**config.mk**
```make
export PLATFORM = sky130hd
export DESIGN_NAME = percep_data_loader_flat
export DESIGN_NICKNAME = d
export VERILOG_FILES = /design/src/rtl/percep_data_loader_if.sv /design/src/rtl/percep_data_loader.sv /design/src/flat_wrapper.sv
export SDC_FILE = /design/constraint.sdc
export NUM_CORES = 1
export LEC_CHECK = 0
export CORE_MARGIN = 5
export CORE_UTILIZATION = 45
export DETAILED_ROUTE_END_ITERATION = 16
export PLACE_DENSITY = 0.76
export REMOVE_ABC_BUFFERS = 1
export SLEW_MARGIN = 30
export SYNTH_ARGS = -nofsm -noshare
export SYNTH_HDL_FRONTEND = slang
export SYNTH_SLANG_ARGS = --single-unit
```
**constraint.sdc**
```tcl
create_clock -name clk -period 2.15 [get_ports clk]
set_input_delay 0.43 -clock clk [delete_from_list [all_inputs] [get_ports clk]]
set_output_delay 0.43 -clock clk [all_outputs]
set_load 0.02 [all_outputs]
```
**src/rtl/percep_data_loader_if.sv**
```systemverilog
// Stream-in / write-port bundle between the perceptron data loader and its
// ydx memory and weight register file.
interface percep_data_loader_if #(
    parameter int unsigned MEM_WIDTH_YDX = 17,
    parameter int unsigned MEM_ADDR_YDX  = 7,
    parameter int unsigned MEM_ADDR_WGHT = 3,
    parameter int unsigned FP_WIDTH      = 16
);
    logic                     i_infer_ena;
    logic [MEM_WIDTH_YDX-1:0] i_d_txt_in;
    logic                     o_ydx_we;
    logic [MEM_ADDR_YDX-1:0]  o_ydx_waddr;
    logic [MEM_WIDTH_YDX-1:0] o_ydx_wdata;
    logic                     o_wght_we;
    logic [MEM_ADDR_WGHT-1:0] o_wght_waddr;
    logic [FP_WIDTH-1:0]      o_wght_wdata;
    logic                     o_load_done;
    logic                     o_load_abort;
    logic                     o_wght_err;

    // Loader side
    modport slave (
        input  i_infer_ena, i_d_txt_in,
        output o_ydx_we, o_ydx_waddr, o_ydx_wdata,
        output o_wght_we, o_wght_waddr, o_wght_wdata,
        output o_load_done, o_load_abort, o_wght_err
    );

    // Stream source / observer side
    modport master (
        output i_infer_ena, i_d_txt_in,
        input  o_ydx_we, o_ydx_waddr, o_ydx_wdata,
        input  o_wght_we, o_wght_waddr, o_wght_wdata,
        input  o_load_done, o_load_abort, o_wght_err
    );
endinterface

```
**src/rtl/percep_data_loader.sv**
```systemverilog
// Perceptron data loader: routes the serial word stream following infer_ena
// into the ydx memory, then the weight register file, then drops the pad words.
module percep_data_loader #(
    parameter int unsigned MEM_WIDTH_YDX = 17,
    parameter int unsigned MEM_ADDR_YDX  = 7,
    parameter int unsigned MEM_ADDR_WGHT = 3,
    parameter int unsigned INFER_NUM     = 20,
    parameter int unsigned ATTR          = 5,
    parameter int unsigned FP_WIDTH      = 16,
    parameter int unsigned PAD_NUM       = 3
) (
    input  logic                  clk,
    input  logic                  rst,
    percep_data_loader_if.slave   bus
);
    localparam int unsigned NYDX     = INFER_NUM * ATTR;
    localparam int unsigned CNT_W    = MEM_ADDR_YDX;
    localparam int unsigned PAD_LAST = (PAD_NUM == 0) ? 0 : PAD_NUM - 1;

    if (NYDX > (2 ** MEM_ADDR_YDX)) begin : g_chk_ydx
        $fatal(1, "percep_data_loader: INFER_NUM*ATTR exceeds ydx address space");
    end
    if (ATTR > (2 ** MEM_ADDR_WGHT)) begin : g_chk_wght
        $fatal(1, "percep_data_loader: ATTR exceeds weight address space");
    end

    typedef enum logic [2:0] {
        S_IDLE      = 3'd0,
        S_LOAD_YDX  = 3'd1,
        S_LOAD_WGHT = 3'd2,
        S_SKIP      = 3'd3,
        S_DONE      = 3'd4
    } state_t;

    state_t                   r_state;
    logic [CNT_W-1:0]         r_cnt;
    logic                     r_ydx_we;
    logic [MEM_ADDR_YDX-1:0]  r_ydx_waddr;
    logic [MEM_WIDTH_YDX-1:0] r_ydx_wdata;
    logic                     r_wght_we;
    logic [MEM_ADDR_WGHT-1:0] r_wght_waddr;
    logic [FP_WIDTH-1:0]      r_wght_wdata;
    logic                     r_load_done;
    logic                     r_load_abort;
    logic                     r_wght_err;

    logic                     w_ena;
    logic [MEM_WIDTH_YDX-1:0] w_word;

    assign w_ena  = bus.i_infer_ena;
    assign w_word = bus.i_d_txt_in;

    // Session FSM; write ports and status flags are registered here
    always_ff @(posedge clk or posedge rst) begin
        if (rst) begin
            r_state      <= S_IDLE;
            r_cnt        <= '0;
            r_ydx_we     <= 1'b0;
            r_ydx_waddr  <= '0;
            r_ydx_wdata  <= '0;
            r_wght_we    <= 1'b0;
            r_wght_waddr <= '0;
            r_wght_wdata <= '0;
            r_load_done  <= 1'b0;
            r_load_abort <= 1'b0;
            r_wght_err   <= 1'b0;
        end else begin
            r_ydx_we     <= 1'b0;
            r_wght_we    <= 1'b0;
            r_load_abort <= 1'b0;

            unique case (r_state)
                S_IDLE: begin
                    if (w_ena) begin
                        r_state    <= S_LOAD_YDX;
                        r_cnt      <= '0;
                        r_wght_err <= 1'b0;
                    end
                end

                S_LOAD_YDX: begin
                    if (!w_ena) begin
                        r_state      <= S_IDLE;
                        r_cnt        <= '0;
                        r_load_abort <= 1'b1;
                    end else begin
                        r_ydx_we    <= 1'b1;
                        r_ydx_waddr <= MEM_ADDR_YDX'(r_cnt);
                        r_ydx_wdata <= w_word;
                        if (r_cnt == CNT_W'(NYDX - 1)) begin
                            r_state <= S_LOAD_WGHT;
                            r_cnt   <= '0;
                        end else begin
                            r_cnt <= r_cnt + CNT_W'(1);
                        end
                    end
                end

                S_LOAD_WGHT: begin
                    if (!w_ena) begin
                        r_state      <= S_IDLE;
                        r_cnt        <= '0;
                        r_load_abort <= 1'b1;
                    end else begin
                        r_wght_we    <= 1'b1;
                        r_wght_waddr <= MEM_ADDR_WGHT'(r_cnt);
                        r_wght_wdata <= w_word[FP_WIDTH-1:0];
                        // Tagged word is still written; the flag only reports it
                        if (w_word[MEM_WIDTH_YDX-1]) begin
                            r_wght_err <= 1'b1;
                        end
                        if (r_cnt == CNT_W'(ATTR - 1)) begin
                            r_cnt <= '0;
                            if (PAD_NUM == 0) begin
                                r_state     <= S_DONE;
                                r_load_done <= 1'b1;
                            end else begin
                                r_state <= S_SKIP;
                            end
                        end else begin
                            r_cnt <= r_cnt + CNT_W'(1);
                        end
                    end
                end

                S_SKIP: begin
                    if (!w_ena) begin
                        r_state      <= S_IDLE;
                        r_cnt        <= '0;
                        r_load_abort <= 1'b1;
                    end else if (r_cnt == CNT_W'(PAD_LAST)) begin
                        r_state     <= S_DONE;
                        r_cnt       <= '0;
                        r_load_done <= 1'b1;
                    end else begin
                        r_cnt <= r_cnt + CNT_W'(1);
                    end
                end

                S_DONE: begin
                    if (!w_ena) begin
                        r_state     <= S_IDLE;
                        r_load_done <= 1'b0;
                    end
                end

                default: begin
                    r_state     <= S_IDLE;
                    r_cnt       <= '0;
                    r_load_done <= 1'b0;
                end
            endcase
        end
    end

    assign bus.o_ydx_we     = r_ydx_we;
    assign bus.o_ydx_waddr  = r_ydx_waddr;
    assign bus.o_ydx_wdata  = r_ydx_wdata;
    assign bus.o_wght_we    = r_wght_we;
    assign bus.o_wght_waddr = r_wght_waddr;
    assign bus.o_wght_wdata = r_wght_wdata;
    assign bus.o_load_done  = r_load_done;
    assign bus.o_load_abort = r_load_abort;
    assign bus.o_wght_err   = r_wght_err;
endmodule

```
**src/flat_wrapper.sv**
```systemverilog
// flat-port wrapper written by rule: the top's interface ports become plain ports
module percep_data_loader_flat 
#(
    parameter int unsigned MEM_WIDTH_YDX = 17,
    parameter int unsigned MEM_ADDR_YDX  = 7,
    parameter int unsigned MEM_ADDR_WGHT = 3,
    parameter int unsigned INFER_NUM     = 20,
    parameter int unsigned ATTR          = 5,
    parameter int unsigned FP_WIDTH      = 16,
    parameter int unsigned PAD_NUM       = 3
)
  (clk, rst, bus_i_infer_ena, bus_i_d_txt_in, bus_o_ydx_we, bus_o_ydx_waddr, bus_o_ydx_wdata, bus_o_wght_we, bus_o_wght_waddr, bus_o_wght_wdata, bus_o_load_done, bus_o_load_abort, bus_o_wght_err);
  percep_data_loader_if #(.MEM_WIDTH_YDX(MEM_WIDTH_YDX), .MEM_ADDR_YDX(MEM_ADDR_YDX), .MEM_ADDR_WGHT(MEM_ADDR_WGHT), .FP_WIDTH(FP_WIDTH)) bus_i ();
  input  logic clk;
  input  logic rst;
  input wire logic [$bits(bus_i.i_infer_ena)-1:0] bus_i_infer_ena;
  input wire logic [$bits(bus_i.i_d_txt_in)-1:0] bus_i_d_txt_in;
  output wire logic [$bits(bus_i.o_ydx_we)-1:0] bus_o_ydx_we;
  output wire logic [$bits(bus_i.o_ydx_waddr)-1:0] bus_o_ydx_waddr;
  output wire logic [$bits(bus_i.o_ydx_wdata)-1:0] bus_o_ydx_wdata;
  output wire logic [$bits(bus_i.o_wght_we)-1:0] bus_o_wght_we;
  output wire logic [$bits(bus_i.o_wght_waddr)-1:0] bus_o_wght_waddr;
  output wire logic [$bits(bus_i.o_wght_wdata)-1:0] bus_o_wght_wdata;
  output wire logic [$bits(bus_i.o_load_done)-1:0] bus_o_load_done;
  output wire logic [$bits(bus_i.o_load_abort)-1:0] bus_o_load_abort;
  output wire logic [$bits(bus_i.o_wght_err)-1:0] bus_o_wght_err;
  assign bus_i.i_infer_ena = bus_i_infer_ena;
  assign bus_i.i_d_txt_in = bus_i_d_txt_in;
  assign bus_o_ydx_we = bus_i.o_ydx_we;
  assign bus_o_ydx_waddr = bus_i.o_ydx_waddr;
  assign bus_o_ydx_wdata = bus_i.o_ydx_wdata;
  assign bus_o_wght_we = bus_i.o_wght_we;
  assign bus_o_wght_waddr = bus_i.o_wght_waddr;
  assign bus_o_wght_wdata = bus_i.o_wght_wdata;
  assign bus_o_load_done = bus_i.o_load_done;
  assign bus_o_load_abort = bus_i.o_load_abort;
  assign bus_o_wght_err = bus_i.o_wght_err;
  percep_data_loader #(.MEM_WIDTH_YDX(MEM_WIDTH_YDX), .MEM_ADDR_YDX(MEM_ADDR_YDX), .MEM_ADDR_WGHT(MEM_ADDR_WGHT), .INFER_NUM(INFER_NUM), .ATTR(ATTR), .FP_WIDTH(FP_WIDTH), .PAD_NUM(PAD_NUM)) u_core (.clk(clk), .rst(rst), .bus(bus_i));
endmodule
```
After elaboration in Yosys (flattened, before gate mapping)
Index checks and enable logic that the tools add are counted.

word-level totals
  flip-flop bits (word level) = 58
  bits of input ports = 20
  output and inout bits = 48

cells by class
  add/subtract/negate cells = 1
  equal/unequal tests = 16
  multiplexer cells = 30
  bitwise operators = 2
  reductions and logical operators = 10

operators with widths
  operator                                        number
  2-to-1 mux 7 bit                                7
  one-hot mux 7 bit (5 select lines)              1
  2-to-1 mux 3 bit                                8
  one-hot mux 3 bit (5 select lines)              1
  2-to-1 mux 1 bit                                11
  != test 2 bit (second input constant)           5
  != test 3 x 2 -> 1 bit (second input constant)  3
  AND reduction 4 bit                             2
  adder 7 x 1 -> 7 bit (second input constant)    1
  == test 7 x 2 -> 1 bit (second input constant)  1
  == test 7 x 3 -> 1 bit (second input constant)  1
  == test 7 bit (second input constant)           1
  == test 3 x 2 -> 1 bit (second input constant)  2
  AND reduction 2 bit                             3
  OR reduction 3 bit                              2
  AND reduction 5 bit                             1
  == test 3 x 1 -> 1 bit (second input constant)  1
  == test 3 bit (second input constant)           1
  zero test 3 bit                                 1
  one-hot mux 1 bit (3 select lines)              1
  != test 2 x 1 -> 1 bit (second input constant)  1
  inverter 1 bit                                  2
  one-hot mux 1 bit (2 select lines)              1
  nonzero test 2 bit                              1

Longest topological paths before layout
  depth after elaboration = 4
  depth in mapped cells = 8

Worst setup path before layout
Ideal clock, no wire load.

  path kind = register to register
  start = reg u_core.r_cnt[1]
  end = reg u_core.r_cnt[6]
  arrival time = 1835 ps
  required time = 2024 ps
  setup slack = 189 ps
  cell stages (with the launch flop) = 7
  buffers on the path = 1
  clock period less this slack = 1961 ps
  cells stage by stage = dfrtp_1 > ha_1 > nand4b_1 > or4_1 > a41o_1 > buf_6 > a221o_1

between the ends
  longest elaborated chain between the ends = 4
  elaborated cells on any way between the ends = 11
  those cells by class = add/sub: 1; eq/ne: 3; mux: 7

RTL lines
  element                                             line                                                                            RTL
  start: declaration                                  percep_data_loader.sv:36                                                        logic [CNT_W-1:0] r_cnt;
  start signal: assignment                            percep_data_loader.sv:94                                                        r_cnt <= r_cnt + CNT_W'(1);
  start signal: assignment                            percep_data_loader.sv:121                                                       r_cnt <= r_cnt + CNT_W'(1);
  start signal: assignment                            percep_data_loader.sv:136                                                       r_cnt <= r_cnt + CNT_W'(1);
  adder 7 x 1 -> 7 bit, or another cell as far along  percep_data_loader.sv:94, percep_data_loader.sv:121, percep_data_loader.sv:136
  2-to-1 mux 7 bit, on equally long branches          percep_data_loader.sv:131, percep_data_loader.sv:90, percep_data_loader.sv:112
  2-to-1 mux 7 bit, on equally long branches          percep_data_loader.sv:127, percep_data_loader.sv:82, percep_data_loader.sv:100
  one-hot mux 7 bit (5 select lines) (*)              percep_data_loader.sv:72                                                        unique case (r_state)

Mark *: on every way between the ends. The rest lies on a longest branch, timed or not.
A chain may end at the register's enable or synchronous reset.

Final worst setup path
  start = reg u_core.r_cnt[0]
  end = reg u_core.r_cnt[6]

Same word-level chain as after synthesis.

==> results.json <==
{
  "run_status": "completed",
  "grt_pass1_wl_um": 8870,
  "ys_types": 32,
  "tightest_slew_ps": 313,
  "yosysWarnings": 0,
  "dr.pass1.iters": 4,
  "syn_avg_cell_area_um2": 13.6,
  "num_vias": 1681,
  "coreArea_um2": 5140,
  "grt-ovfl-total": 0,
  "antenna_found_initial": 0,
  "die_h_um": 82.8,
  "pin_count": 68,
  "gp_congestion": 0.782,
  "diodes": 0,
  "dr_wl_met3_um": 243,
  "nets": 284,
  "post_drt_wl_per_cell_um": 15.2,
  "fin_skew_ps": 4.79,
  "timing.critical_path.arrival_ps": 2210,
  "cts.repair.resized": 0,
  "final.setup.worst_slack_ps": 152,
  "dieWidth_um": 82.8,
  "path_clk_slew_ps": 60,
  "clock_latency_ps": 320,
  "dieArea_um2": 6860,
  "drt-initial-drc-count": 97,
  "ys_ff_latch": 58,
  "ant_nets": 0,
  "yosysSeqAreaShare_pct": 60.8,
  "finalWirelength_um": 5110,
  "finalMaxSlewViolations": 0,
  "postCtsHoldBufs": 0,
  "cts_tree": "built",
  "ir_drop_uv": 944,
  "crit_required_ps": 2360,
  "ys.flop_type": "dfrtp_1",
  "p_per_area_nw_per_um2": 1420,
  "grt_usage_pct": 16.2,
  "synth-edff-count": 0,
  "worstSetupPathType": "reg -> reg",
  "relSlewSlack_pct": 78.9,
  "drc": 0,
  "cts_buffer_depth": 2,
  "cts.sinks": 58,
  "cap_violations": 0,
  "fp-row-count": 26,
  "finalCritPeriodShare_pct": 93.0,
  "leakage_nw": 1.53,
  "drive_gt1_share_pct": 28.9,
  "post_cts.repair.setup_buffers": 0,
  "rsz0062_at_grt": "no",
  "min_path_type": "in -> async",
  "finalSetupTns_ps": 0,
  "reg2reg_setup_slack_ps": 150,
  "first_global_vias": 1737,
  "syn_inst": 175,
  "startpoint_type": "flop",
  "hold_viol": 0,
  "cts-root-buf": "clkbuf_8",
  "path_max_fanout": 7,
  "finalSetupViolations": 0,
  "wl_met2_um": 2450,
  "portBuffers": 67,
  "netlist_area_um2": 2390,
  "wl_met1_um": 2290,
  "fmax_mhz": 500,
  "preCtsSetupSlack_ps": 80.1,
  "cp-end-kind": "flop",
  "cts.htree.levels": 3,
  "post-route-min-period_ps": 2000,
  "dp_hpwl_um": 3540,
  "top_layer_used": "met4",
  "grt_max_degree": 59,
  "cts_made_buffers": 9,
  "async_flop_share_pct": 100,
  "initial_utilization_pct": 46.4,
  "viasPerCell": 5.00,
  "syn2layout_area_growth_pct": 43.9
}
layout by cell type (no fill, tap or decap), drive strengths merged:
cell	n
inv	6
dfrtp	58
o31ai	1
a21oi	5
nor4bb	1
and4bb	1
buf	17
clkbuf	14
nor3	4
and3	3
nand3b	2
clkdlybuf4s50	67
clkinv	2
nand2b	1
a221o	1
nand2	8
mux2	44
a22o	2
nor2b	1
a21boi	2
and2	1
nand4b	2
a21o	1
nand3	7
o21ai	3
ha	3
nor4	1
nand4	1
o211ai	1
or4	1
nor2	4
a41o	1
metal layers:
metal / GRT usage [%] / up-vias
li1: - / 798
met2: 25.2 / 53
met3: 4.16 / 8
met4: 8.47 / 0
met1: 20.6 / 822
met5: 0 / -
worst max-delay path, cell delays in order (launching register included):
cell	delay [ps]
dfrtp_1	350
ha_1	170
nand4b_1	120
or4_1	440
a41o_1	350
and3_1	200
a221o_1	260
flip-flops by register name, indices dropped and copies added (netlist names):
name                     count
u_core.bus.o_ydx_wdata      17
u_core.bus.o_wght_wdata     16
u_core.bus.o_ydx_waddr       7
u_core.r_cnt                 7
u_core.bus.o_wght_waddr      3
u_core.r_state               3
u_core.bus.o_load_abort      1
u_core.bus.o_load_done       1
u_core.bus.o_wght_err        1
u_core.bus.o_wght_we         1
u_core.bus.o_ydx_we          1
power breakdown:
part	internal [mW]	switching, mW
combinational	1.20	1.04
clock	0.510	0.396
sequential	1.51	0.218
total	3.21	1.65
logic make-up (layout without fill, tap and decap cells):
| kind of cell | Yosys count | after routing | synth area share, % |
|---|---|---|---|
| DFF | 58 | 58 | 60.8 |
| adders and majority gates | 3 | 3 | 1.57 |
| muxes | 44 | 44 | 20.8 |
| and+or+nand+nor | 38 | 38 | 9.18 |
| buffers and inverters | 15 | 106 | 2.83 |
| AOI/OAI and AO/OA | 17 | 17 | 4.82 |
final timing paths:
| path | from | end | depth (start not counted) |
|---|---|---|---|
| max reg2reg | u_core.r_cnt[0]$_DFFE_PP0P_ | u_core.r_cnt[6]$_DFFE_PP0P_ | 6 |
| min | rst | u_core.bus.o_wght_wdata[12]$_DFFE_PP0P_ | 3 |
| min reg2reg | u_core.bus.o_wght_wdata[9]$_DFFE_PP0P_ | u_core.bus.o_wght_wdata[9]$_DFFE_PP0P_ | 1 |
| max | u_core.r_cnt[0]$_DFFE_PP0P_ | u_core.r_cnt[6]$_DFFE_PP0P_ | 6 |
| max in group asynchronous | rst | u_core.r_state[2]$_DFFE_PP0P_ | 3 |
| min in group clk | u_core.bus.o_wght_wdata[9]$_DFFE_PP0P_ | u_core.bus.o_wght_wdata[9]$_DFFE_PP0P_ | 1 |
per-stage QoR:
| stage | area [µm²] | cells | power, mW | hold WS, ps | utilization (%) |
|---|---|---|---|---|---|
| 2_1_floorplan | 2340 | 166 | 2.88 | 488 | - |
| 3_3_place_gp | 3250 | 320 | 3.95 | 488 | 63.3 |
| 3_5_place_dp | 3250 | 320 | 4.00 | 494 | 63.3 |
| 4_1_cts | 3430 | 336 | 4.93 | 489 | 66.8 |
| 5_1_grt | 3430 | 336 | 5.16 | 518 | 66.8 |
| 6_report | 3430 | 336 | 4.87 | 476 | 66.8 |
final cells by class:
cell class | count | area (µm²)
fillers | 424 | 1710
clock inverters | 2 | 10.0
repair buffers | 84 | 823
flip-flops and latches | 58 | 1450
well taps | 70 | 87.6
inverters | 6 | 22.5
clock buffers | 14 | 173
multi-input cells | 102 | 867
synthesized netlist by cell type (2+ instances only):
| cell type | n | area [µm²] |
|---|---|---|
| buf_2 | 3 | 15.0 |
| a22o_1 | 2 | 17.5 |
| a21oi_1 | 5 | 25.0 |
| o21ai_0 | 3 | 15.0 |
| nand3b_1 | 2 | 15.0 |
| ha_1 | 3 | 37.5 |
| and3_1 | 3 | 18.8 |
| nand3_1 | 7 | 35.0 |
| buf_1 | 2 | 7.51 |
| nand2_1 | 8 | 30.0 |
| dfrtp_1 | 58 | 1450 |
| inv_1 | 6 | 22.5 |
| a21boi_0 | 2 | 15.0 |
| mux2_2 | 44 | 495 |
| clkbuf_1 | 3 | 11.3 |
| nand4b_1 | 2 | 17.5 |
| nor2_1 | 4 | 15.0 |
| nor3_1 | 4 | 20.0 |
Note: power is estimated with default switching activity, not from simulation.
